`src/rtl/cpu_ctrl_pkg.sv`:
```
// Shared encodings for the multicycle controller: state codes, opcode/funct
// constants, ALU operation codes, datapath mux selects, instruction classes
// and the per-state strobe decode.
package cpu_ctrl_pkg;

   typedef enum logic [3:0] {
      S_FETCH    = 4'd0,
      S_DECODE   = 4'd1,
      S_MEM_ADDR = 4'd2,
      S_MEM_RD   = 4'd3,
      S_MEM_WB   = 4'd4,
      S_MEM_WR   = 4'd5,
      S_EXEC     = 4'd6,
      S_ALU_WB   = 4'd7,
      S_BRANCH   = 4'd8,
      S_JUMP     = 4'd9,
      S_HALT     = 4'd10
   } state_t;

   localparam logic [5:0] OP_RTYPE = 6'h00;
   localparam logic [5:0] OP_J     = 6'h02;
   localparam logic [5:0] OP_JAL   = 6'h03;
   localparam logic [5:0] OP_BEQ   = 6'h04;
   localparam logic [5:0] OP_BNE   = 6'h05;
   localparam logic [5:0] OP_ADDI  = 6'h08;
   localparam logic [5:0] OP_XORI  = 6'h0E;
   localparam logic [5:0] OP_LW    = 6'h23;
   localparam logic [5:0] OP_SW    = 6'h2B;

   localparam logic [5:0] FN_JR  = 6'h08;
   localparam logic [5:0] FN_ADD = 6'h20;
   localparam logic [5:0] FN_SUB = 6'h22;
   localparam logic [5:0] FN_SLT = 6'h2A;

   // Code 0 doubles as "no operation" so idle states drive alu_ctl low.
   localparam logic [3:0] ALU_NOP = 4'd0;
   localparam logic [3:0] ALU_ADD = 4'd1;
   localparam logic [3:0] ALU_SUB = 4'd2;
   localparam logic [3:0] ALU_SLT = 4'd3;
   localparam logic [3:0] ALU_XOR = 4'd4;

   localparam logic [1:0] PC_SRC_SEQ    = 2'd0;
   localparam logic [1:0] PC_SRC_BRANCH = 2'd1;
   localparam logic [1:0] PC_SRC_JUMP   = 2'd2;
   localparam logic [1:0] PC_SRC_RS     = 2'd3;

   localparam logic [1:0] REG_DST_RT  = 2'd0;
   localparam logic [1:0] REG_DST_RD  = 2'd1;
   localparam logic [1:0] REG_DST_R31 = 2'd2;

   localparam logic [1:0] M2R_ALU = 2'd0;
   localparam logic [1:0] M2R_MEM = 2'd1;
   localparam logic [1:0] M2R_PC4 = 2'd2;

   typedef enum logic [3:0] {
      IC_ILLEGAL = 4'd0,
      IC_LW      = 4'd1,
      IC_SW      = 4'd2,
      IC_RALU    = 4'd3,
      IC_IMM     = 4'd4,
      IC_BEQ     = 4'd5,
      IC_BNE     = 4'd6,
      IC_J       = 4'd7,
      IC_JAL     = 4'd8,
      IC_JR      = 4'd9
   } iclass_t;

   typedef struct packed {
      logic       ir_write;
      logic       pc_write;
      logic [1:0] pc_src;
      logic       mem_read;
      logic       mem_write;
      logic       reg_write;
      logic [1:0] reg_dst;
      logic [1:0] mem_to_reg;
      logic       alu_src_b;
      logic       instr_done;
   } ctl_t;

   function automatic iclass_t classify(logic [5:0] op, logic [5:0] fn);
      iclass_t c;
      c = IC_ILLEGAL;
      case (op)
         OP_RTYPE: begin
            case (fn)
               FN_ADD, FN_SUB, FN_SLT: c = IC_RALU;
               FN_JR:                  c = IC_JR;
               default:                c = IC_ILLEGAL;
            endcase
         end
         OP_LW:            c = IC_LW;
         OP_SW:            c = IC_SW;
         OP_ADDI, OP_XORI: c = IC_IMM;
         OP_BEQ:           c = IC_BEQ;
         OP_BNE:           c = IC_BNE;
         OP_J:             c = IC_J;
         OP_JAL:           c = IC_JAL;
         default:          c = IC_ILLEGAL;
      endcase
      return c;
   endfunction

   // Strobes for a state; the branch pc_write is added live by the top.
   function automatic ctl_t state_ctl(state_t s, iclass_t c);
      ctl_t k;
      k = '0;
      case (s)
         S_FETCH: begin
            k.ir_write = 1'b1;
            k.pc_write = 1'b1;
            k.pc_src   = PC_SRC_SEQ;
         end
         S_MEM_ADDR: k.alu_src_b = 1'b1;
         S_MEM_RD:   k.mem_read  = 1'b1;
         S_MEM_WB: begin
            k.reg_write  = 1'b1;
            k.reg_dst    = REG_DST_RT;
            k.mem_to_reg = M2R_MEM;
            k.instr_done = 1'b1;
         end
         S_MEM_WR: begin
            k.mem_write  = 1'b1;
            k.instr_done = 1'b1;
         end
         S_EXEC: k.alu_src_b = (c == IC_IMM);
         S_ALU_WB: begin
            k.reg_write  = 1'b1;
            k.reg_dst    = (c == IC_RALU) ? REG_DST_RD : REG_DST_RT;
            k.mem_to_reg = M2R_ALU;
            k.instr_done = 1'b1;
         end
         S_BRANCH: begin
            k.pc_src     = PC_SRC_BRANCH;
            k.instr_done = 1'b1;
         end
         S_JUMP: begin
            k.pc_write   = 1'b1;
            k.pc_src     = (c == IC_JR) ? PC_SRC_RS : PC_SRC_JUMP;
            k.instr_done = 1'b1;
            if (c == IC_JAL) begin
               k.reg_write  = 1'b1;
               k.reg_dst    = REG_DST_R31;
               k.mem_to_reg = M2R_PC4;
            end
         end
         default: k = '0;
      endcase
      return k;
   endfunction

endpackage

```
`src/rtl/multicycle_control_if.sv`:
```
// Controller <-> datapath bundle. master = controller, slave = datapath.
interface multicycle_control_if;
   logic [5:0]  opcode;
   logic [5:0]  funct;
   logic        zero;
   logic        ir_write;
   logic        pc_write;
   logic [1:0]  pc_src;
   logic        mem_read;
   logic        mem_write;
   logic        reg_write;
   logic [1:0]  reg_dst;
   logic [1:0]  mem_to_reg;
   logic        alu_src_b;
   logic [3:0]  alu_ctl;
   logic [3:0]  state;
   logic        instr_done;
   logic [31:0] instr_count;
   logic        illegal;

   modport master (
      input  opcode, funct, zero,
      output ir_write, pc_write, pc_src, mem_read, mem_write, reg_write,
             reg_dst, mem_to_reg, alu_src_b, alu_ctl, state, instr_done,
             instr_count, illegal
   );

   modport slave (
      output opcode, funct, zero,
      input  ir_write, pc_write, pc_src, mem_read, mem_write, reg_write,
             reg_dst, mem_to_reg, alu_src_b, alu_ctl, state, instr_done,
             instr_count, illegal
   );
endinterface

```
`src/rtl/alu_decode.sv`:
```
// Combinational ALU operation select from the controller state and the
// opcode/funct latched at DECODE.
module alu_decode
   import cpu_ctrl_pkg::*;
(
   input  state_t     state,
   input  logic [5:0] opcode,
   input  logic [5:0] funct,
   output logic [3:0] alu_ctl
);

   // Address add for loads/stores, compare-subtract for branches, and the
   // instruction's own operation in EXEC.
   always_comb begin
      alu_ctl = ALU_NOP;
      case (state)
         S_MEM_ADDR: alu_ctl = ALU_ADD;
         S_BRANCH:   alu_ctl = ALU_SUB;
         S_EXEC: begin
            case (opcode)
               OP_RTYPE: begin
                  case (funct)
                     FN_ADD:  alu_ctl = ALU_ADD;
                     FN_SUB:  alu_ctl = ALU_SUB;
                     FN_SLT:  alu_ctl = ALU_SLT;
                     default: alu_ctl = ALU_NOP;
                  endcase
               end
               OP_ADDI: alu_ctl = ALU_ADD;
               OP_XORI: alu_ctl = ALU_XOR;
               default: alu_ctl = ALU_NOP;
            endcase
         end
         default: alu_ctl = ALU_NOP;
      endcase
   end

endmodule

```
`src/rtl/multicycle_control.sv`:
```
// Multicycle MIPS-subset control FSM.
// Build option: MULTICYCLE_CONTROL_ILLEGAL_TRAP_EN -- when defined, an
// unrecognised instruction sets the sticky illegal flag and parks in HALT
// until reset; otherwise it retires as a two-cycle NOP.
//
// state     | meaning
// ----------+-----------------------------------------------
// FETCH     | load IR, PC <= PC+4
// DECODE    | latch opcode/funct, dispatch by instruction class
// MEM_ADDR  | base + imm16 address add
// MEM_RD    | data-memory read
// MEM_WB    | load data -> rt (LW final)
// MEM_WR    | data-memory write (SW final)
// EXEC      | ALU op for R-type / ADDI / XORI
// ALU_WB    | ALU result -> rd or rt (final)
// BRANCH    | compare, conditional PC load (final)
// JUMP      | J / JAL / JR PC load, JAL links r31 (final)
// HALT      | illegal-instruction trap, left only by reset
module multicycle_control
   import cpu_ctrl_pkg::*;
(
   input  logic clk,
   input  logic reset,
   multicycle_control_if.master bus
);

   state_t      state_q;
   state_t      state_d;
   logic [5:0]  op_q;
   logic [5:0]  fn_q;
   ctl_t        ctl_q;
   ctl_t        ctl_d;
   logic [31:0] instr_count_q;
   iclass_t     cls_live;
   iclass_t     cls_q;
   iclass_t     cls_eff;
   logic        nop_done;
   logic        branch_take;
   logic        retire;
   logic        illegal_flag;
   logic [3:0]  alu_ctl;

   // The IR is already loaded during DECODE, so the live opcode is valid
   // there; later states rely on the copy latched at the end of DECODE.
   assign cls_live = classify(bus.opcode, bus.funct);
   assign cls_q    = classify(op_q, fn_q);
   assign cls_eff  = (state_q == S_DECODE) ? cls_live : cls_q;

   // Next-state selection and the strobe set that state will present.
   always_comb begin
      state_d = state_q;
      case (state_q)
         S_FETCH: state_d = S_DECODE;
         S_DECODE: begin
            case (cls_live)
               IC_LW, IC_SW:       state_d = S_MEM_ADDR;
               IC_RALU, IC_IMM:    state_d = S_EXEC;
               IC_BEQ, IC_BNE:     state_d = S_BRANCH;
               IC_J, IC_JAL, IC_JR: state_d = S_JUMP;
`ifdef MULTICYCLE_CONTROL_ILLEGAL_TRAP_EN
               default:            state_d = S_HALT;
`else
               default:            state_d = S_FETCH;
`endif
            endcase
         end
         S_MEM_ADDR: state_d = (cls_q == IC_LW) ? S_MEM_RD : S_MEM_WR;
         S_MEM_RD:   state_d = S_MEM_WB;
         S_EXEC:     state_d = S_ALU_WB;
         S_MEM_WB, S_MEM_WR, S_ALU_WB, S_BRANCH, S_JUMP: state_d = S_FETCH;
`ifdef MULTICYCLE_CONTROL_ILLEGAL_TRAP_EN
         S_HALT:     state_d = S_HALT;
`else
         S_HALT:     state_d = S_FETCH;
`endif
         default:    state_d = S_FETCH;
      endcase
      ctl_d = state_ctl(state_d, cls_eff);
   end

   // State register with registered strobes; reset lands in FETCH with
   // FETCH's strobes so the first edge after release performs the fetch.
   always_ff @(posedge clk or posedge reset) begin
      if (reset) begin
         state_q <= S_FETCH;
         ctl_q   <= state_ctl(S_FETCH, IC_ILLEGAL);
         op_q    <= 6'd0;
         fn_q    <= 6'd0;
      end else begin
         state_q <= state_d;
         ctl_q   <= ctl_d;
         if (state_q == S_DECODE) begin
            op_q <= bus.opcode;
            fn_q <= bus.funct;
         end
      end
   end

`ifdef MULTICYCLE_CONTROL_ILLEGAL_TRAP_EN
   assign nop_done = 1'b0;

   // Sticky trap flag, cleared only by reset.
   always_ff @(posedge clk or posedge reset) begin
      if (reset) begin
         illegal_flag <= 1'b0;
      end else if (state_q == S_DECODE && cls_live == IC_ILLEGAL) begin
         illegal_flag <= 1'b1;
      end
   end
`else
   assign nop_done     = (state_q == S_DECODE) && (cls_live == IC_ILLEGAL);
   assign illegal_flag = 1'b0;
`endif

   assign retire      = ctl_q.instr_done | nop_done;
   assign branch_take = (state_q == S_BRANCH) &&
                        ((cls_q == IC_BEQ && bus.zero) ||
                         (cls_q == IC_BNE && !bus.zero));

   // Retired-instruction counter, wraps naturally at 2^32.
   always_ff @(posedge clk or posedge reset) begin
      if (reset) begin
         instr_count_q <= 32'd0;
      end else if (retire) begin
         instr_count_q <= instr_count_q + 32'd1;
      end
   end

   alu_decode u_alu_decode (
      .state   (state_q),
      .opcode  (op_q),
      .funct   (fn_q),
      .alu_ctl (alu_ctl)
   );

   assign bus.ir_write    = ctl_q.ir_write;
   assign bus.pc_write    = ctl_q.pc_write | branch_take;
   assign bus.pc_src      = ctl_q.pc_src;
   assign bus.mem_read    = ctl_q.mem_read;
   assign bus.mem_write   = ctl_q.mem_write;
   assign bus.reg_write   = ctl_q.reg_write;
   assign bus.reg_dst     = ctl_q.reg_dst;
   assign bus.mem_to_reg  = ctl_q.mem_to_reg;
   assign bus.alu_src_b   = ctl_q.alu_src_b;
   assign bus.alu_ctl     = alu_ctl;
   assign bus.state       = state_q;
   assign bus.instr_done  = retire;
   assign bus.instr_count = instr_count_q;
   assign bus.illegal     = illegal_flag;

endmodule

```
`src/flat_wrapper.sv`:
```
// flat-port wrapper written by rule: the top's interface ports become plain ports
module multicycle_control_flat import cpu_ctrl_pkg::*;
  (clk, reset, bus_opcode, bus_funct, bus_zero, bus_ir_write, bus_pc_write, bus_pc_src, bus_mem_read, bus_mem_write, bus_reg_write, bus_reg_dst, bus_mem_to_reg, bus_alu_src_b, bus_alu_ctl, bus_state, bus_instr_done, bus_instr_count, bus_illegal);
  multicycle_control_if bus_i ();
  input  logic clk;
  input  logic reset;
  input wire logic [$bits(bus_i.opcode)-1:0] bus_opcode;
  input wire logic [$bits(bus_i.funct)-1:0] bus_funct;
  input wire logic [$bits(bus_i.zero)-1:0] bus_zero;
  output wire logic [$bits(bus_i.ir_write)-1:0] bus_ir_write;
  output wire logic [$bits(bus_i.pc_write)-1:0] bus_pc_write;
  output wire logic [$bits(bus_i.pc_src)-1:0] bus_pc_src;
  output wire logic [$bits(bus_i.mem_read)-1:0] bus_mem_read;
  output wire logic [$bits(bus_i.mem_write)-1:0] bus_mem_write;
  output wire logic [$bits(bus_i.reg_write)-1:0] bus_reg_write;
  output wire logic [$bits(bus_i.reg_dst)-1:0] bus_reg_dst;
  output wire logic [$bits(bus_i.mem_to_reg)-1:0] bus_mem_to_reg;
  output wire logic [$bits(bus_i.alu_src_b)-1:0] bus_alu_src_b;
  output wire logic [$bits(bus_i.alu_ctl)-1:0] bus_alu_ctl;
  output wire logic [$bits(bus_i.state)-1:0] bus_state;
  output wire logic [$bits(bus_i.instr_done)-1:0] bus_instr_done;
  output wire logic [$bits(bus_i.instr_count)-1:0] bus_instr_count;
  output wire logic [$bits(bus_i.illegal)-1:0] bus_illegal;
  assign bus_i.opcode = bus_opcode;
  assign bus_i.funct = bus_funct;
  assign bus_i.zero = bus_zero;
  assign bus_ir_write = bus_i.ir_write;
  assign bus_pc_write = bus_i.pc_write;
  assign bus_pc_src = bus_i.pc_src;
  assign bus_mem_read = bus_i.mem_read;
  assign bus_mem_write = bus_i.mem_write;
  assign bus_reg_write = bus_i.reg_write;
  assign bus_reg_dst = bus_i.reg_dst;
  assign bus_mem_to_reg = bus_i.mem_to_reg;
  assign bus_alu_src_b = bus_i.alu_src_b;
  assign bus_alu_ctl = bus_i.alu_ctl;
  assign bus_state = bus_i.state;
  assign bus_instr_done = bus_i.instr_done;
  assign bus_instr_count = bus_i.instr_count;
  assign bus_illegal = bus_i.illegal;
  multicycle_control u_core (.clk(clk), .reset(reset), .bus(bus_i));
endmodule
```
`config.mk`:
```
export PLATFORM = sky130hd
export DESIGN_NAME = multicycle_control_flat
export DESIGN_NICKNAME = d
export VERILOG_FILES = /design/src/rtl/cpu_ctrl_pkg.sv /design/src/rtl/multicycle_control_if.sv /design/src/rtl/alu_decode.sv /design/src/rtl/multicycle_control.sv /design/src/flat_wrapper.sv
export SDC_FILE = /design/constraint.sdc
export NUM_CORES = 1
export LEC_CHECK = 0
export CORE_UTILIZATION = 55
export DETAILED_ROUTE_END_ITERATION = 8
export HOLD_SLACK_MARGIN = 0.08
export PLACE_DENSITY = 0.81
export SLEW_MARGIN = 20
export SYNTH_ARGS = -nofsm -noshare
export SYNTH_HDL_FRONTEND = slang
export SYNTH_SLANG_ARGS = --single-unit
export TNS_END_PERCENT = 100
```
`constraint.sdc`:
```
create_clock -name clk -period 4 [get_ports clk]
set_input_delay 0.8 -clock clk [delete_from_list [all_inputs] [get_ports clk]]
set_output_delay 0.8 -clock clk [all_outputs]
set_load 0.03 [all_outputs]
```
==> results of run 1 <==
## worst reg2reg max path, delay by kind of cell (launching register included)
family | cells | cell delay (ns)
AND/OR/NAND/NOR | 3 | 0.77
flip-flops | 1 | 0.52
buffers and inverters | 2 | 0.50
AO/OA/AOI/OAI | 2 | 0.32
XOR/XNOR | 1 | 0.20
## cell families after synthesis
kind of cell	synth area share [%]
adders and majority gates	0.386
other	0.116
and+or+nand+nor	29.0
DFF	46.4
muxes	1.23
xor gates and xnor gates	9.72
AOI/OAI and AO/OA	7.67
buffers and inverters	5.48
## metrics by stage
stage,power [W],setup TNS [ns],hold slack (ns)
6_report,0.00255,0,0.467
5_1_grt,0.00271,0,0.487
4_1_cts,0.00256,0,0.476
3_5_place_dp,0.00197,-0.0223,0.466
3_3_place_gp,0.00193,0,0.462
2_1_floorplan,0.00164,0,0.447
## power by group
part	total (W)	internal (W)	switching, W
sequential	0.000923	0.000745	0.000178
clock	0.000589	0.000349	0.000240
combinational	0.00104	0.000422	0.000620
## cells in the mapped netlist (2+ instances only)
master      n  area share (%)
a21oi_1     5            0.77
a31o_2      2            0.54
a31oi_1     2            0.39
and2_1      5            0.96
and3_1      4            0.77
and4_1      3            0.81
buf_2       5            0.77
buf_4       8             1.9
buf_6       2            0.69
clkbuf_1   10             1.2
dfrtp_1    58              45
dfstp_2     2             1.6
inv_1       7            0.81
mux2i_1     4             1.2
nand2_1    53             6.1
nand2b_1    8             1.5
nand3_1    19             2.9
nand3_2     4             1.2
nand3b_1    3            0.69
nand4_1    13             2.5
nand4_2     3             1.2
nand4b_1    2            0.54
nor2_1     12             1.4
nor2b_1     5            0.96
nor3_1     14             2.2
nor4_1      5            0.96
nor4b_1     3            0.81
o21ai_0     9             1.4
o22ai_1     4            0.77
o2bb2ai_1   2            0.54
o31ai_1     2            0.46
or2_2       2            0.39
or3_1       2            0.39
or4_1       2            0.46
xnor2_1    30             8.1
xor2_1      6             1.6
## per-layer routing
metal / vias to the layer above / share of wire [%]
met5: - / 0
met4: 0 / 1.5
met3: 11 / 5.8
met2: 110 / 48
met1: 1343 / 44
li1: 1309 / -
## final cells by class
type	count	area, µm²	area share [%]
Inverter	8	32.5	0.779
Tap cell	72	90.1	2.16
Timing Repair Buffer	80	768	18.4
Clock inverter	5	77.6	1.86
Multi-Input combinational cell	245	1570	37.7
Sequential cell	60	1500	36.0
Clock buffer	11	131	3.15
## worst max path at each step
| stage | startpoint | slack [ns] | end |
|---|---|---|---|
| CTS | bus_opcode[0] | 0.09 | bus_instr_done |
| global route | u_core.op_q[5] | 0.15 | bus_alu_ctl[0] |
| finish | u_core.op_q[5] | 0.33 | bus_alu_ctl[0] |
| global placement | bus_opcode[1] | 0.05 | bus_instr_done |
| floorplan | bus_funct[4] | 0.87 | bus_instr_done |
| detailed placement | bus_opcode[1] | -0.02 | bus_instr_done |
==> impl_results.html, run 1 <==
<table>
<tr><th>Metric</th><th>Value</th></tr>
<tr><th colspan="2">Drt</th></tr>
<tr><td>Number of DRC violations after detailed routing</td><td>0</td></tr>
<tr><td>Ratio of routed vias to standard cells</td><td>5.77</td></tr>
<tr><td>Via count</td><td>2,773</td></tr>
<tr><td>Number of DRC markers after the initial detailed-route iteration</td><td>124</td></tr>
<tr><td>Count of antenna-violating nets left after detailed routing</td><td>0</td></tr>
<tr><td>Total wire length</td><td>7480 µm</td></tr>
<tr><td>Average wire per cell in the routed design</td><td>15.6 µm</td></tr>
<tr><td>First-pass DRT Iterations</td><td>4</td></tr>
<tr><th colspan="2">Clock network</th></tr>
<tr><td>Clock latency at the later pin of the worst-skew pair</td><td>0.34 ns</td></tr>
<tr><td>Clock tree from TritonCTS</td><td>yes</td></tr>
<tr><td>Clock-pin slew reported for the worst setup and hold paths after clock tree synthesis</td><td>0.08 ns</td></tr>
<tr><td>Post_cts resized</td><td>1</td></tr>
<tr><td>Number of sinks on the clock net</td><td>60</td></tr>
<tr><td>CTS max path bufs</td><td>2</td></tr>
<tr><td>Post-CTS Repair Setup Buffers</td><td>0</td></tr>
<tr><td>H-tree lvl count</td><td>3</td></tr>
<tr><td>Cts hold-fix bufs</td><td>0</td></tr>
<tr><td>Number of clock buffers inserted by TritonCTS</td><td>9</td></tr>
<tr><td>Cell chosen for the clock root</td><td>clkbuf_8</td></tr>
<tr><th colspan="2">Worst setup path</th></tr>
<tr><td>R2r setup slk</td><td>1.62 ns</td></tr>
<tr><td>Total buffers and inverters traversed by the critical path</td><td>1</td></tr>
<tr><td>Worst-case reg-to-reg path depth</td><td>8</td></tr>
<tr><td>Nature of the critical path startpoint</td><td>register</td></tr>
<tr><td>Crit path arrival time</td><td>2.87 ns</td></tr>
<tr><td>Category of cells accounting for the largest share of critical-path delay</td><td>simple AND/OR/NAND/NOR gates</td></tr>
<tr><td>Reg2reg end</td><td>u_core.bus.instr_count[27]</td></tr>
<tr><td>Stages on worst setup path</td><td>7</td></tr>
<tr><td>Delay of the slowest cell on the worst path</td><td>0.68 ns</td></tr>
<tr><td>CP endpoint kind</td><td>primary output</td></tr>
<tr><td>Class of the most critical setup path</td><td>register to primary output</td></tr>
<tr><td>Worst-path cell chain</td><td>nor4_1 &gt; nand3_1 &gt; nor2_1 &gt; a31oi_1 &gt; or4_1 &gt; a21oi_1 &gt; clkdlybuf4s50_1</td></tr>
<tr><td>Largest fanout on the critical path</td><td>9</td></tr>
<tr><td>Cell at the slowest stage of the critical path</td><td>clkdlybuf4s50_1</td></tr>
<tr><td>CP Data Required Time</td><td>3.20 ns</td></tr>
<tr><td>RR Startpoint</td><td>u_core.bus.state[2]</td></tr>
<tr><th colspan="2">GRT</th></tr>
<tr><td>Antenna violations before repair</td><td>0</td></tr>
<tr><td>Largest net degree at the start of global routing</td><td>33</td></tr>
<tr><td>Via count of the first global-routing pass</td><td>2,668</td></tr>
<tr><td>Wire length of the first global-routing pass</td><td>12,600 µm</td></tr>
<tr><td>Global-route track usage on met3</td><td>5.40%</td></tr>
<tr><td>Routing layer with the top usage in global route</td><td>met2</td></tr>
<tr><td>Met1 demand-to-capacity share in global routing</td><td>35.9%</td></tr>
<tr><td>Leftover overflow at the end of global routing</td><td>0</td></tr>
<tr><td>Met2 demand-to-capacity share in global routing</td><td>41.1%</td></tr>
<tr><td>Total Routing Usage GR</td><td>26.4%</td></tr>
<tr><th colspan="2">Final layout</th></tr>
<tr><td>Commonest non-fill, non-tap cells in the layout</td><td>clkdlybuf4s50_1 (65), dfrtp_1 (58), nand2_1 (53), xnor2_1 (30), nand3_1 (19)</td></tr>
<tr><td>Number of filler instances in the final layout</td><td>425</td></tr>
<tr><td>Layout cell share with drive strength beyond 1</td><td>12.2%</td></tr>
<tr><td>Flip-flop count of the largest register, all copies and words added</td><td>32</td></tr>
<tr><td>Leading cell type in the layout, fill and taps excluded</td><td>clkdlybuf4s50_1</td></tr>
<tr><td>Finished Core Util</td><td>74.5%</td></tr>
<tr><td>Total number of nets in the final design</td><td>420</td></tr>
<tr><td>Number of diodes added for antenna fixing</td><td>0</td></tr>
<tr><td>Synth-to-Final Area Change</td><td>28.7%</td></tr>
<tr><td>Final cell area excluding filler cells</td><td>4180 µm²</td></tr>
<tr><td>Post-route insts no fill</td><td>481</td></tr>
<tr><th colspan="2">STA</th></tr>
<tr><td>Setup-failing EPs final</td><td>0</td></tr>
<tr><td>Setup repair after global routing missed its margin</td><td>no</td></tr>
<tr><td>Final-report max-slew violation count</td><td>0</td></tr>
<tr><td>Slew at the pin closest to its max-slew limit</td><td>0.650 ns</td></tr>
<tr><td>Final clock skew</td><td>0.0146 ns</td></tr>
<tr><td>Relative max-transition margin</td><td>56.3%</td></tr>
<tr><td>Clock period minus final worst setup slack</td><td>3.67 ns</td></tr>
<tr><td>Fin crit share</td><td>91.8%</td></tr>
<tr><td>Min setup slack post-route</td><td>0.328 ns</td></tr>
<tr><td>Number of hold violations in the final report</td><td>0</td></tr>
<tr><td>Highest clock rate</td><td>272 MHz</td></tr>
<tr><th colspan="2">Run status</th></tr>
<tr><td>Status</td><td>complete, no violations</td></tr>
<tr><th colspan="2">Placed design</th></tr>
<tr><td>Sum of net half-perimeters after detailed placement</td><td>5300 µm</td></tr>
<tr><td>Input/output buffers</td><td>66</td></tr>
<tr><td>Inst Count DP</td><td>465</td></tr>
<tr><td>Routability cong.</td><td>0.848</td></tr>
<tr><td>Worst setup slack before clock tree synthesis</td><td>-0.0223 ns</td></tr>
<tr><td>Cell area after placement</td><td>3970 µm²</td></tr>
<tr><th colspan="2">Yosys</th></tr>
<tr><td>Syn_area_per_cell</td><td>9.63 µm²</td></tr>
<tr><td>Total of warnings raised by yosys</td><td>0</td></tr>
<tr><td>Seq cells post-synth</td><td>60</td></tr>
<tr><td>Post-Syn Instances</td><td>337</td></tr>
<tr><td>Post-synth EDFFs</td><td>0</td></tr>
<tr><td>Most common flop cell mapped by yosys</td><td>dfrtp_1</td></tr>
<tr><td>Sequential cell area fraction in the yosys report</td><td>46.4%</td></tr>
<tr><td>Synth cell types</td><td>53</td></tr>
<tr><td>Mapped cell area</td><td>3240 µm²</td></tr>
<tr><td>Share of flip-flops with an asynchronous set or reset after synthesis</td><td>100%</td></tr>
<tr><th colspan="2">Power and ir drop</th></tr>
<tr><td>Static leakage</td><td>1.76 nW</td></tr>
<tr><td>Total power divided by cell area</td><td>611 nW/µm²</td></tr>
<tr><td>Maximum vdd drop</td><td>0.496 mV</td></tr>
<tr><th colspan="2">Floorplanning</th></tr>
<tr><td>Ports placed on the boundary</td><td>69</td></tr>
<tr><td>Area of the die</td><td>6210 µm²</td></tr>
<tr><td>Row count</td><td>27</td></tr>
<tr><td>Standard cell core area</td><td>5610 µm²</td></tr>
<tr><td>Die Y</td><td>78.8 µm</td></tr>
<tr><td>Width of the die</td><td>78.8 µm</td></tr>
<tr><td>Initial Utilization</td><td>57.9%</td></tr>
<tr><th colspan="2">Min path</th></tr>
<tr><td>Terminating pin of the worst hold path</td><td>u_core.bus.instr_count[31]</td></tr>
<tr><td>Class of the tightest hold or removal check</td><td>register to register</td></tr>
<tr><td>Depth of the worst hold-timing path</td><td>1</td></tr>
<tr><td>Launch point of the worst hold path</td><td>u_core.bus.instr_count[31]</td></tr>
<tr><th colspan="2">Run</th></tr>
<tr><td>Count of max-cap constraint violations</td><td>0</td></tr>
</table>
Power figures use the tool's default switching activity.
==> run 2: changes to the inputs <==
--- a/config.mk
+++ b/config.mk
@@ -5,10 +5,10 @@
 export SDC_FILE = /design/constraint.sdc
 export NUM_CORES = 1
 export LEC_CHECK = 0
-export CORE_UTILIZATION = 55
+export CORE_UTILIZATION = 27
 export DETAILED_ROUTE_END_ITERATION = 8
 export HOLD_SLACK_MARGIN = 0.08
-export PLACE_DENSITY = 0.81
+export PLACE_DENSITY = 0.44
 export SLEW_MARGIN = 20
 export SYNTH_ARGS = -nofsm -noshare
 export SYNTH_HDL_FRONTEND = slang
==> run 2 against run 1 <==
  * The flow now finishes with violations (design-rule violations)
  * Cell count increased by 15%
  * Sequential power about the same
  * First-iteration DRC count decreased by 32%
  * Sequential share of layout area decreased by 1.8 points
  * Global-route usage decreased by 12 points
  * Worst hold slack improved by 0.0088 ns
  * Setup slack got worse by 0.097 ns
  * Utilization decreased by 37 points
  * Clock power increased by 43%
  * Non-clock buffer count increased by 1
  * Critical path type unchanged
==> impl_results.html, run 2 (same netlist as run 1, synthesis figures left out) <==
<table>
<tr><th>Metric</th><th>Value</th></tr>
<tr><th colspan="2">Run status</th></tr>
<tr><td>Status</td><td>complete, but fails checks</td></tr>
<tr><td>Violations in the final reports</td><td>design-rule violations</td></tr>
<tr><th colspan="2">Worst setup path</th></tr>
<tr><td>RR Startpoint</td><td>u_core.bus.instr_count[3]</td></tr>
<tr><td>Worst-case reg-to-reg path depth</td><td>6 (-2)</td></tr>
<tr><td>Category of cells accounting for the largest share of critical-path delay</td><td>simple AND/OR/NAND/NOR gates</td></tr>
<tr><td>Total buffers and inverters traversed by the critical path</td><td>1 (unchanged)</td></tr>
<tr><td>Nature of the critical path startpoint</td><td>register</td></tr>
<tr><td>CP Data Required Time</td><td>3.20 ns (about the same)</td></tr>
<tr><td>Class of the most critical setup path</td><td>register to primary output</td></tr>
<tr><td>Worst-path cell chain</td><td>nor4_1 &gt; nand3_1 &gt; nor2_1 &gt; a31oi_1 &gt; or4_1 &gt; a21oi_1 &gt; clkdlybuf4s50_1</td></tr>
<tr><td>Largest fanout on the critical path</td><td>9 (unchanged)</td></tr>
<tr><td>CP endpoint kind</td><td>primary output</td></tr>
<tr><td>Crit path arrival time</td><td>2.97 ns (+0.10 ns)</td></tr>
<tr><td>Cell at the slowest stage of the critical path</td><td>clkdlybuf4s50_1</td></tr>
<tr><td>Reg2reg end</td><td>u_core.bus.instr_count[31]</td></tr>
<tr><td>Delay of the slowest cell on the worst path</td><td>0.69 ns (about the same)</td></tr>
<tr><td>Stages on worst setup path</td><td>7 (unchanged)</td></tr>
<tr><td>R2r setup slk</td><td>1.78 ns (+0.16 ns)</td></tr>
<tr><th colspan="2">GRT</th></tr>
<tr><td>Via count of the first global-routing pass</td><td>2,647 (-0.79%)</td></tr>
<tr><td>Leftover overflow at the end of global routing</td><td>0 (unchanged)</td></tr>
<tr><td>Largest net degree at the start of global routing</td><td>35 (+6.1%)</td></tr>
<tr><td>Antenna violations before repair</td><td>0 (unchanged)</td></tr>
<tr><td>Total Routing Usage GR</td><td>14.7% (-12 points)</td></tr>
<tr><td>Wire length of the first global-routing pass</td><td>14,300 µm (+13%)</td></tr>
<tr><th colspan="2">Clock network</th></tr>
<tr><td>CTS max path bufs</td><td>2 (unchanged)</td></tr>
<tr><td>Cell chosen for the clock root</td><td>clkbuf_16</td></tr>
<tr><td>Clock latency at the later pin of the worst-skew pair</td><td>0.33 ns (about the same)</td></tr>
<tr><td>Post-CTS Repair Setup Buffers</td><td>0 (unchanged)</td></tr>
<tr><td>H-tree lvl count</td><td>3 (unchanged)</td></tr>
<tr><td>Clock-pin slew reported for the worst setup and hold paths after clock tree synthesis</td><td>0.05 ns (-0.03 ns)</td></tr>
<tr><td>Post_cts resized</td><td>0 (-1)</td></tr>
<tr><td>Cts hold-fix bufs</td><td>0 (unchanged)</td></tr>
<tr><td>Clock tree from TritonCTS</td><td>yes</td></tr>
<tr><td>Number of sinks on the clock net</td><td>60 (unchanged)</td></tr>
<tr><td>Number of clock buffers inserted by TritonCTS</td><td>9 (unchanged)</td></tr>
<tr><th colspan="2">STA</th></tr>
<tr><td>Final-report max-slew violation count</td><td>0 (unchanged)</td></tr>
<tr><td>Setup repair after global routing missed its margin</td><td>no</td></tr>
<tr><td>Clock period minus final worst setup slack</td><td>3.77 ns (+0.0970 ns)</td></tr>
<tr><td>Slew at the pin closest to its max-slew limit</td><td>0.719 ns (+0.0687 ns)</td></tr>
<tr><td>Min setup slack post-route</td><td>0.231 ns (-0.0970 ns)</td></tr>
<tr><td>Number of hold violations in the final report</td><td>0 (unchanged)</td></tr>
<tr><td>Highest clock rate</td><td>265 MHz (-2.6%)</td></tr>
<tr><td>Relative max-transition margin</td><td>52.0% (-4.3 points)</td></tr>
<tr><td>Fin crit share</td><td>94.2% (+2.4 points)</td></tr>
<tr><td>Setup-failing EPs final</td><td>0 (unchanged)</td></tr>
<tr><td>Final clock skew</td><td>0.00493 ns (-0.00971 ns)</td></tr>
<tr><td>Final total negative setup slack</td><td>0 ns (unchanged)</td></tr>
<tr><th colspan="2">Drt</th></tr>
<tr><td>Ratio of routed vias to standard cells</td><td>4.83 (-16%)</td></tr>
<tr><td>Via count</td><td>2,673 (-3.6%)</td></tr>
<tr><td>First-pass DRT Iterations</td><td>6 (+2)</td></tr>
<tr><td>Number of DRC markers after the initial detailed-route iteration</td><td>84 (-32%)</td></tr>
<tr><td>Total wire length</td><td>8640 µm (+15%)</td></tr>
<tr><td>Number of DRC violations after detailed routing</td><td>6 (+6)</td></tr>
<tr><td>Count of antenna-violating nets left after detailed routing</td><td>0 (unchanged)</td></tr>
<tr><td>Average wire per cell in the routed design</td><td>15.6 µm (+0.41%)</td></tr>
<tr><th colspan="2">Final layout</th></tr>
<tr><td>Final cell area excluding filler cells</td><td>4390 µm² (+5.1%)</td></tr>
<tr><td>Number of diodes added for antenna fixing</td><td>0 (unchanged)</td></tr>
<tr><td>Leading cell type in the layout, fill and taps excluded</td><td>clkdlybuf4s50_1</td></tr>
<tr><td>Layout cell share with drive strength beyond 1</td><td>12.9% (+0.70 points)</td></tr>
<tr><td>Commonest non-fill, non-tap cells in the layout</td><td>clkdlybuf4s50_1 (65), dfrtp_1 (58), nand2_1 (53), xnor2_1 (30), nand3_1 (19)</td></tr>
<tr><td>Flip-flop count of the largest register, all copies and words added</td><td>32 (unchanged)</td></tr>
<tr><td>Synth-to-Final Area Change</td><td>35.3%</td></tr>
<tr><td>Total number of nets in the final design</td><td>421 (+0.24%)</td></tr>
<tr><td>Post-route insts no fill</td><td>553 (+15%)</td></tr>
<tr><th colspan="2">Placed design</th></tr>
<tr><td>Input/output buffers</td><td>66 (unchanged)</td></tr>
<tr><td>Cell area after placement</td><td>4060 µm² (+2.4%)</td></tr>
<tr><td>Inst Count DP</td><td>537 (+15%)</td></tr>
<tr><td>Worst setup slack before clock tree synthesis</td><td>0.0118 ns (+0.0341 ns)</td></tr>
<tr><td>Routability cong.</td><td>0.810 (-4.4%)</td></tr>
<tr><td>Sum of net half-perimeters after detailed placement</td><td>6190 µm (+17%)</td></tr>
<tr><th colspan="2">Min path</th></tr>
<tr><td>Class of the tightest hold or removal check</td><td>register to register</td></tr>
<tr><td>Terminating pin of the worst hold path</td><td>u_core.fn_q[4]</td></tr>
<tr><td>Depth of the worst hold-timing path</td><td>2 (+1)</td></tr>
<tr><td>Launch point of the worst hold path</td><td>u_core.fn_q[4]</td></tr>
<tr><th colspan="2">Run</th></tr>
<tr><td>Count of max-cap constraint violations</td><td>0 (unchanged)</td></tr>
<tr><th colspan="2">Floorplanning</th></tr>
<tr><td>Initial Utilization</td><td>28.1% (-30 points)</td></tr>
<tr><td>Standard cell core area</td><td>11,600 µm² (+110%)</td></tr>
<tr><td>Row count</td><td>39 (+44%)</td></tr>
<tr><td>Width of the die</td><td>112 µm (+42%)</td></tr>
<tr><td>Ports placed on the boundary</td><td>69 (unchanged)</td></tr>
<tr><td>Area of the die</td><td>12,500 µm² (+100%)</td></tr>
<tr><td>Die Y</td><td>112 µm (+42%)</td></tr>
<tr><th colspan="2">Power and ir drop</th></tr>
<tr><td>Maximum vdd drop</td><td>0.310 mV (-37%)</td></tr>
<tr><td>Total power divided by cell area</td><td>643 nW/µm² (+5.2%)</td></tr>
<tr><td>Post-layout power</td><td>0.00282 W (+11%)</td></tr>
<tr><td>Static leakage</td><td>1.81 nW (+3.0%)</td></tr>
</table>
## run 2: where the power goes
| group | switching, W | internal, W | total, W |
|---|---|---|---|
| Combinational | 0.000631 | 0.000423 | 0.00105 |
| Sequential | 0.000180 | 0.000746 | 0.000926 |
| Clock | 0.000284 | 0.000560 | 0.000844 |
## run 2: layer usage
layer,part of all wire (%),GRT usage (%)
met1,45,18.4
met3,5.9,4.84
met5,0,0
met4,1.0,4.86
met2,48,23.9
## run 2: worst reg2reg max path, cell delays in order, from the launching register on
cell and delay (ns):
dfrtp_1 0.47, nand4_1 0.23, nor2_1 0.32, nand3_1 0.36
nor3_1 0.43, nand4_2 0.15, xnor2_1 0.15
## run 2: area by class of cell
class | count | area, µm²
clock inverter | 6 | 87.6
fill | 1169 | 7170
tap | 143 | 179
sequential | 60 | 1500
clock buffer | 10 | 239
multi-input combinational | 245 | 1570
inverter | 8 | 32.5
timing repair buffer | 81 | 776
## run 2: through the flow
| stage | util, % | hold WS (ns) |
|---|---|---|
| finish | 38.0 | 0.476 |
| global route | 38.0 | 0.511 |
| CTS | 37.9 | 0.480 |
| detailed placement | 35.1 | 0.466 |
| global placement | 35.1 | 0.467 |
| floorplan | - | 0.447 |
## run 2: worst max path at each step
stage | slack (ns) | endpoint | startpoint
floorplan | 0.87 | bus_instr_done | bus_funct[4]
global placement | 0.04 | bus_instr_done | bus_opcode[2]
detailed placement | 0.01 | bus_instr_done | bus_opcode[3]
CTS | 0.01 | bus_instr_done | bus_opcode[3]
global route | 0.07 | bus_alu_ctl[0] | u_core.op_q[5]
finish | 0.23 | bus_alu_ctl[0] | u_core.op_q[5]
==> run 3: changes to the inputs <==
--- a/config.mk
+++ b/config.mk
@@ -5,10 +5,11 @@
 export SDC_FILE = /design/constraint.sdc
 export NUM_CORES = 1
 export LEC_CHECK = 0
+export ABC_AREA = 1
 export CORE_UTILIZATION = 27
 export DETAILED_ROUTE_END_ITERATION = 8
 export HOLD_SLACK_MARGIN = 0.08
-export PLACE_DENSITY = 0.44
+export PLACE_DENSITY = 0.43
 export SLEW_MARGIN = 20
 export SYNTH_ARGS = -nofsm -noshare
 export SYNTH_HDL_FRONTEND = slang
==> run 3 against run 2 <==
  * The run now ends clean
  * Fmax grew 22%
  * Clock power rose by 8.2%
  * Synthesized cell count up 58%
  * Combinational power down 12%
  * Clock skew is 0.0052 ns higher
  * Critical path type is now primary input to primary output
==> impl_results.html, run 3 <==
<table>
<tr><th>Metric</th><th>Value</th></tr>
<tr><th colspan="2">Floorplanning</th></tr>
<tr><td>Row count</td><td>42 (+7.7%)</td></tr>
<tr><td>Area of the die</td><td>14,300 µm² (+15%)</td></tr>
<tr><td>Width of the die</td><td>120 µm (+7.2%)</td></tr>
<tr><td>Initial Utilization</td><td>27.9% (-0.14 points)</td></tr>
<tr><td>Die Y</td><td>120 µm (+7.2%)</td></tr>
<tr><td>Ports placed on the boundary</td><td>69 (unchanged)</td></tr>
<tr><td>Standard cell core area</td><td>13,400 µm² (+16%)</td></tr>
<tr><th colspan="2">STA</th></tr>
<tr><td>Final clock skew</td><td>0.0101 ns (+0.00519 ns)</td></tr>
<tr><td>Final-report max-slew violation count</td><td>0 (unchanged)</td></tr>
<tr><td>Min setup slack post-route</td><td>0.903 ns (+0.672 ns)</td></tr>
<tr><td>Fin crit share</td><td>77.4% (-17 points)</td></tr>
<tr><td>Setup repair after global routing missed its margin</td><td>no</td></tr>
<tr><td>Setup-failing EPs final</td><td>0 (unchanged)</td></tr>
<tr><td>Highest clock rate</td><td>323 MHz (+22%)</td></tr>
<tr><td>Relative max-transition margin</td><td>51.7% (-0.34 points)</td></tr>
<tr><td>Clock period minus final worst setup slack</td><td>3.10 ns (-0.672 ns)</td></tr>
<tr><td>Final total negative setup slack</td><td>0 ns (unchanged)</td></tr>
<tr><td>Slew at the pin closest to its max-slew limit</td><td>0.724 ns (+0.00504 ns)</td></tr>
<tr><td>Number of hold violations in the final report</td><td>0 (unchanged)</td></tr>
<tr><th colspan="2">Power and ir drop</th></tr>
<tr><td>Maximum vdd drop</td><td>0.253 mV (-18%)</td></tr>
<tr><td>Total power divided by cell area</td><td>550 nW/µm² (-15%)</td></tr>
<tr><td>Static leakage</td><td>2.27 nW (+25%)</td></tr>
<tr><td>Proportion of power drawn by flip-flops and latches</td><td>31.7% (-1.1 points)</td></tr>
<tr><td>P_sw</td><td>0.00105 W (-4.4%)</td></tr>
<tr><td>Power share of the combinational group</td><td>34.3% (-3.0 points)</td></tr>
<tr><td>Total internal power</td><td>0.00164 W (-5.1%)</td></tr>
<tr><td>Switching share of power</td><td>39.0% (+0.18 points)</td></tr>
<tr><td>Clk pwr share</td><td>34.0% (+4.1 points)</td></tr>
<tr><td>Post-layout power</td><td>0.00269 W (-4.8%)</td></tr>
<tr><th colspan="2">Clock network</th></tr>
<tr><td>Post_cts resized</td><td>0 (unchanged)</td></tr>
<tr><td>Post-CTS Repair Setup Buffers</td><td>0 (unchanged)</td></tr>
<tr><td>Cts hold-fix bufs</td><td>0 (unchanged)</td></tr>
<tr><td>Number of sinks on the clock net</td><td>60 (unchanged)</td></tr>
<tr><td>H-tree lvl count</td><td>3 (unchanged)</td></tr>
<tr><td>Number of clock buffers inserted by TritonCTS</td><td>9 (unchanged)</td></tr>
<tr><td>Clock latency at the later pin of the worst-skew pair</td><td>0.34 ns (about the same)</td></tr>
<tr><td>Clock tree from TritonCTS</td><td>yes</td></tr>
<tr><td>Cell chosen for the clock root</td><td>clkbuf_16</td></tr>
<tr><td>Clock-pin slew reported for the worst setup and hold paths after clock tree synthesis</td><td>0.05 ns (about the same)</td></tr>
<tr><td>CTS max path bufs</td><td>2 (unchanged)</td></tr>
<tr><th colspan="2">Placed design</th></tr>
<tr><td>Inst Count DP</td><td>762 (+42%)</td></tr>
<tr><td>Input/output buffers</td><td>66 (unchanged)</td></tr>
<tr><td>Worst setup slack before clock tree synthesis</td><td>0.885 ns (+0.873 ns)</td></tr>
<tr><td>Routability cong.</td><td>0.845 (+4.3%)</td></tr>
<tr><td>Sum of net half-perimeters after detailed placement</td><td>7990 µm (+29%)</td></tr>
<tr><th colspan="2">Final layout</th></tr>
<tr><td>Leading cell type in the layout, fill and taps excluded</td><td>nand2_1</td></tr>
<tr><td>Total number of nets in the final design</td><td>613 (+46%)</td></tr>
<tr><td>Flip-flop count of the largest register, all copies and words added</td><td>32 (unchanged)</td></tr>
<tr><td>Commonest non-fill, non-tap cells in the layout</td><td>nand2_1 (163), inv_1 (67), clkdlybuf4s50_1 (65), nor2_1 (64), dfrtp_1 (58)</td></tr>
<tr><td>Number of diodes added for antenna fixing</td><td>0 (unchanged)</td></tr>
<tr><td>Post-route insts no fill</td><td>778 (+41%)</td></tr>
<tr><td>Layout cell share with drive strength beyond 1</td><td>8.31% (-4.6 points)</td></tr>
<tr><td>Synth-to-Final Area Change</td><td>30.7%</td></tr>
<tr><td>Number of filler instances in the final layout</td><td>1,413 (+21%)</td></tr>
<tr><th colspan="2">GRT</th></tr>
<tr><td>Total Routing Usage GR</td><td>15.5% (+0.76 points)</td></tr>
<tr><td>Antenna violations before repair</td><td>0 (unchanged)</td></tr>
<tr><td>Wire length of the first global-routing pass</td><td>16,900 µm (+19%)</td></tr>
<tr><td>Leftover overflow at the end of global routing</td><td>0 (unchanged)</td></tr>
<tr><td>Via count of the first global-routing pass</td><td>3,400 (+28%)</td></tr>
<tr><td>Largest net degree at the start of global routing</td><td>59 (+69%)</td></tr>
<tr><th colspan="2">Yosys</th></tr>
<tr><td>Top cell type's share of synthesized area</td><td>38.8% (-5.9 points)</td></tr>
<tr><td>Sequential cell area fraction in the yosys report</td><td>40.2% (-6.2 points)</td></tr>
<tr><td>Post-synth EDFFs</td><td>0 (unchanged)</td></tr>
<tr><td>Syn_area_per_cell</td><td>7.05 µm² (-27%)</td></tr>
<tr><td>Leading cell types by count after synthesis</td><td>nand2_1 (163), inv_1 (68), nor2_1 (64), dfrtp_1 (58), nand3_1 (34)</td></tr>
<tr><td>Total of warnings raised by yosys</td><td>0 (unchanged)</td></tr>
<tr><td>Post-synthesis cell type with the largest combined area</td><td>dfrtp_1</td></tr>
<tr><td>Synth top area cells</td><td>dfrtp_1 (39%), nand2_1 (16%), inv_1 (6.8%), nor2_1 (6.4%), xor2_1 (4.7%)</td></tr>
<tr><td>Seq cells post-synth</td><td>60 (unchanged)</td></tr>
<tr><td>Mapped cell area</td><td>3740 µm² (+15%)</td></tr>
<tr><td>Most used standard cell by instance count after synthesis</td><td>nand2_1</td></tr>
<tr><td>Share of flip-flops with an asynchronous set or reset after synthesis</td><td>100% (unchanged)</td></tr>
<tr><td>Most common flop cell mapped by yosys</td><td>dfrtp_1</td></tr>
<tr><td>Synth cell types</td><td>37 (-30%)</td></tr>
<tr><td>Post-Syn Instances</td><td>531 (+58%)</td></tr>
<tr><th colspan="2">Drt</th></tr>
<tr><td>Routed length on met1</td><td>4840 µm (+24%)</td></tr>
<tr><td>Routed met3 length</td><td>364 µm (-28%)</td></tr>
<tr><td>Via count</td><td>3,453 (+29%)</td></tr>
<tr><td>Highest Signal Layer</td><td>met4</td></tr>
<tr><td>Number of DRC violations after detailed routing</td><td>0 (-6)</td></tr>
<tr><td>Met2 layer wire length in the routed design</td><td>4840 µm (+17%)</td></tr>
<tr><td>Number of DRC markers after the initial detailed-route iteration</td><td>154 (+83%)</td></tr>
<tr><td>Total wire length</td><td>10,300 µm (+19%)</td></tr>
<tr><td>Count of antenna-violating nets left after detailed routing</td><td>0 (unchanged)</td></tr>
<tr><td>Average wire per cell in the routed design</td><td>13.2 µm (-16%)</td></tr>
<tr><td>Ratio of routed vias to standard cells</td><td>4.44 (-8.2%)</td></tr>
<tr><td>First-pass DRT Iterations</td><td>4 (-2)</td></tr>
<tr><th colspan="2">Worst setup path</th></tr>
<tr><td>Crit path arrival time</td><td>2.30 ns (-0.67 ns)</td></tr>
<tr><td>Nature of the critical path startpoint</td><td>primary input</td></tr>
<tr><td>CP Data Required Time</td><td>3.20 ns (about the same)</td></tr>
<tr><td>CP endpoint kind</td><td>primary output</td></tr>
<tr><td>Largest fanout on the critical path</td><td>5 (-4)</td></tr>
<tr><td>Class of the most critical setup path</td><td>primary input to primary output</td></tr>
<tr><th colspan="2">Run status</th></tr>
<tr><td>Status</td><td>complete, no violations</td></tr>
<tr><th colspan="2">Min path</th></tr>
<tr><td>Class of the tightest hold or removal check</td><td>register to register</td></tr>
<tr><th colspan="2">Run</th></tr>
<tr><td>Count of max-cap constraint violations</td><td>0 (unchanged)</td></tr>
</table>
[run 3: cell count changes after synthesis, sizes merged, moves of 5 or more]
| cell | previous run | this run |
|---|---|---|
| nand2b | 8 | 0 |
| nor2 | 12 | 72 |
| xnor2 | 30 | 2 |
| nand2 | 53 | 169 |
| nand4 | 16 | 10 |
| nand3 | 23 | 41 |
| inv | 8 | 70 |
| clkbuf | 10 | 4 |
| nor2b | 5 | 0 |
| and2 | 5 | 0 |
| o21ai | 9 | 34 |
| o22ai | 5 | 0 |
| xor2 | 6 | 20 |
[run 3: cell type report]
cell class	instances	area (µm²)	share of cell area, %
Multi-Input combinational cell	385	1860	38.1
Sequential cell	60	1500	30.8
Timing Repair Buffer	70	688	14.1
Inverter	71	267	5.45
Clock buffer	9	225	4.61
Tap cell	176	220	4.50
Clock inverter	7	124	2.53
[run 3: cell families after synthesis]
kind of cell	count (synthesis)	synth area share [%]
AO/OA/AOI/OAI	41	5.89
AND/OR/NAND/NOR	319	38.2
flip-flops	60	40.2
adder cells (fa/ha/maj)	1	0.334
other	1	0.100
XOR/XNOR	22	5.15
buffers and inverters	87	10.2
[run 3: critical path: stages]
cell             delay (ns)
clkdlybuf4s50_1        0.53
inv_1                  0.07
nor2_1                 0.16
nand3_2                0.15
nand2_2                0.10
inv_2                  0.03
nand2_1                0.07
nor2_2                 0.05
nand4_2                0.09
nand2_2                0.07
buf_4                  0.17
[run 3: path summary, 6_finish.rpt]
path	start	endpoint	slack, ns	cells after the start
worst max-delay path	bus_opcode[1]	bus_instr_done	0.90	11
worst min-delay path	u_core.fn_q[4]	u_core.fn_q[4]	0.51	2
worst max register to register	u_core.bus.instr_count[0]	u_core.bus.instr_count[18]	1.81	11
worst min register to register	u_core.fn_q[4]	u_core.fn_q[4]	0.51	2
max in group asynchronous	reset	u_core.bus.ir_write	2.34	3
min in group asynchronous	reset	u_core.op_q[2]	0.92	2
[run 3: routing by layer]
metal | global-route usage [%] | vias to the layer above
li1 | - | 1802
met1 | 19.3 | 1573
met2 | 25.3 | 65
met3 | 3.94 | 13
met4 | 6.64 | 0
met5 | 0 | -
[run 3: power by group through the flow]
stage,Clock [W],Combinational [W],Sequential [W]
final,0.000913,0.000923,0.000852
after global routing,0.000967,0.00104,0.000872
after detailed placement,0,0.000934,0.000864
after global placement,0,0.000934,0.000859
after floorplan,0,0.000605,0.000921
after CTS,0.000943,0.000936,0.000854
[run 3: stage by stage]
step | utilization [%] | hold slack (ns) | area, µm²
2_1_floorplan | - | 0.472 | 3740
3_3_place_gp | 33.9 | 0.499 | 4540
6_report | 36.5 | 0.506 | 4890
5_1_grt | 36.5 | 0.540 | 4890
3_5_place_dp | 33.9 | 0.504 | 4540
4_1_cts | 36.5 | 0.516 | 4890
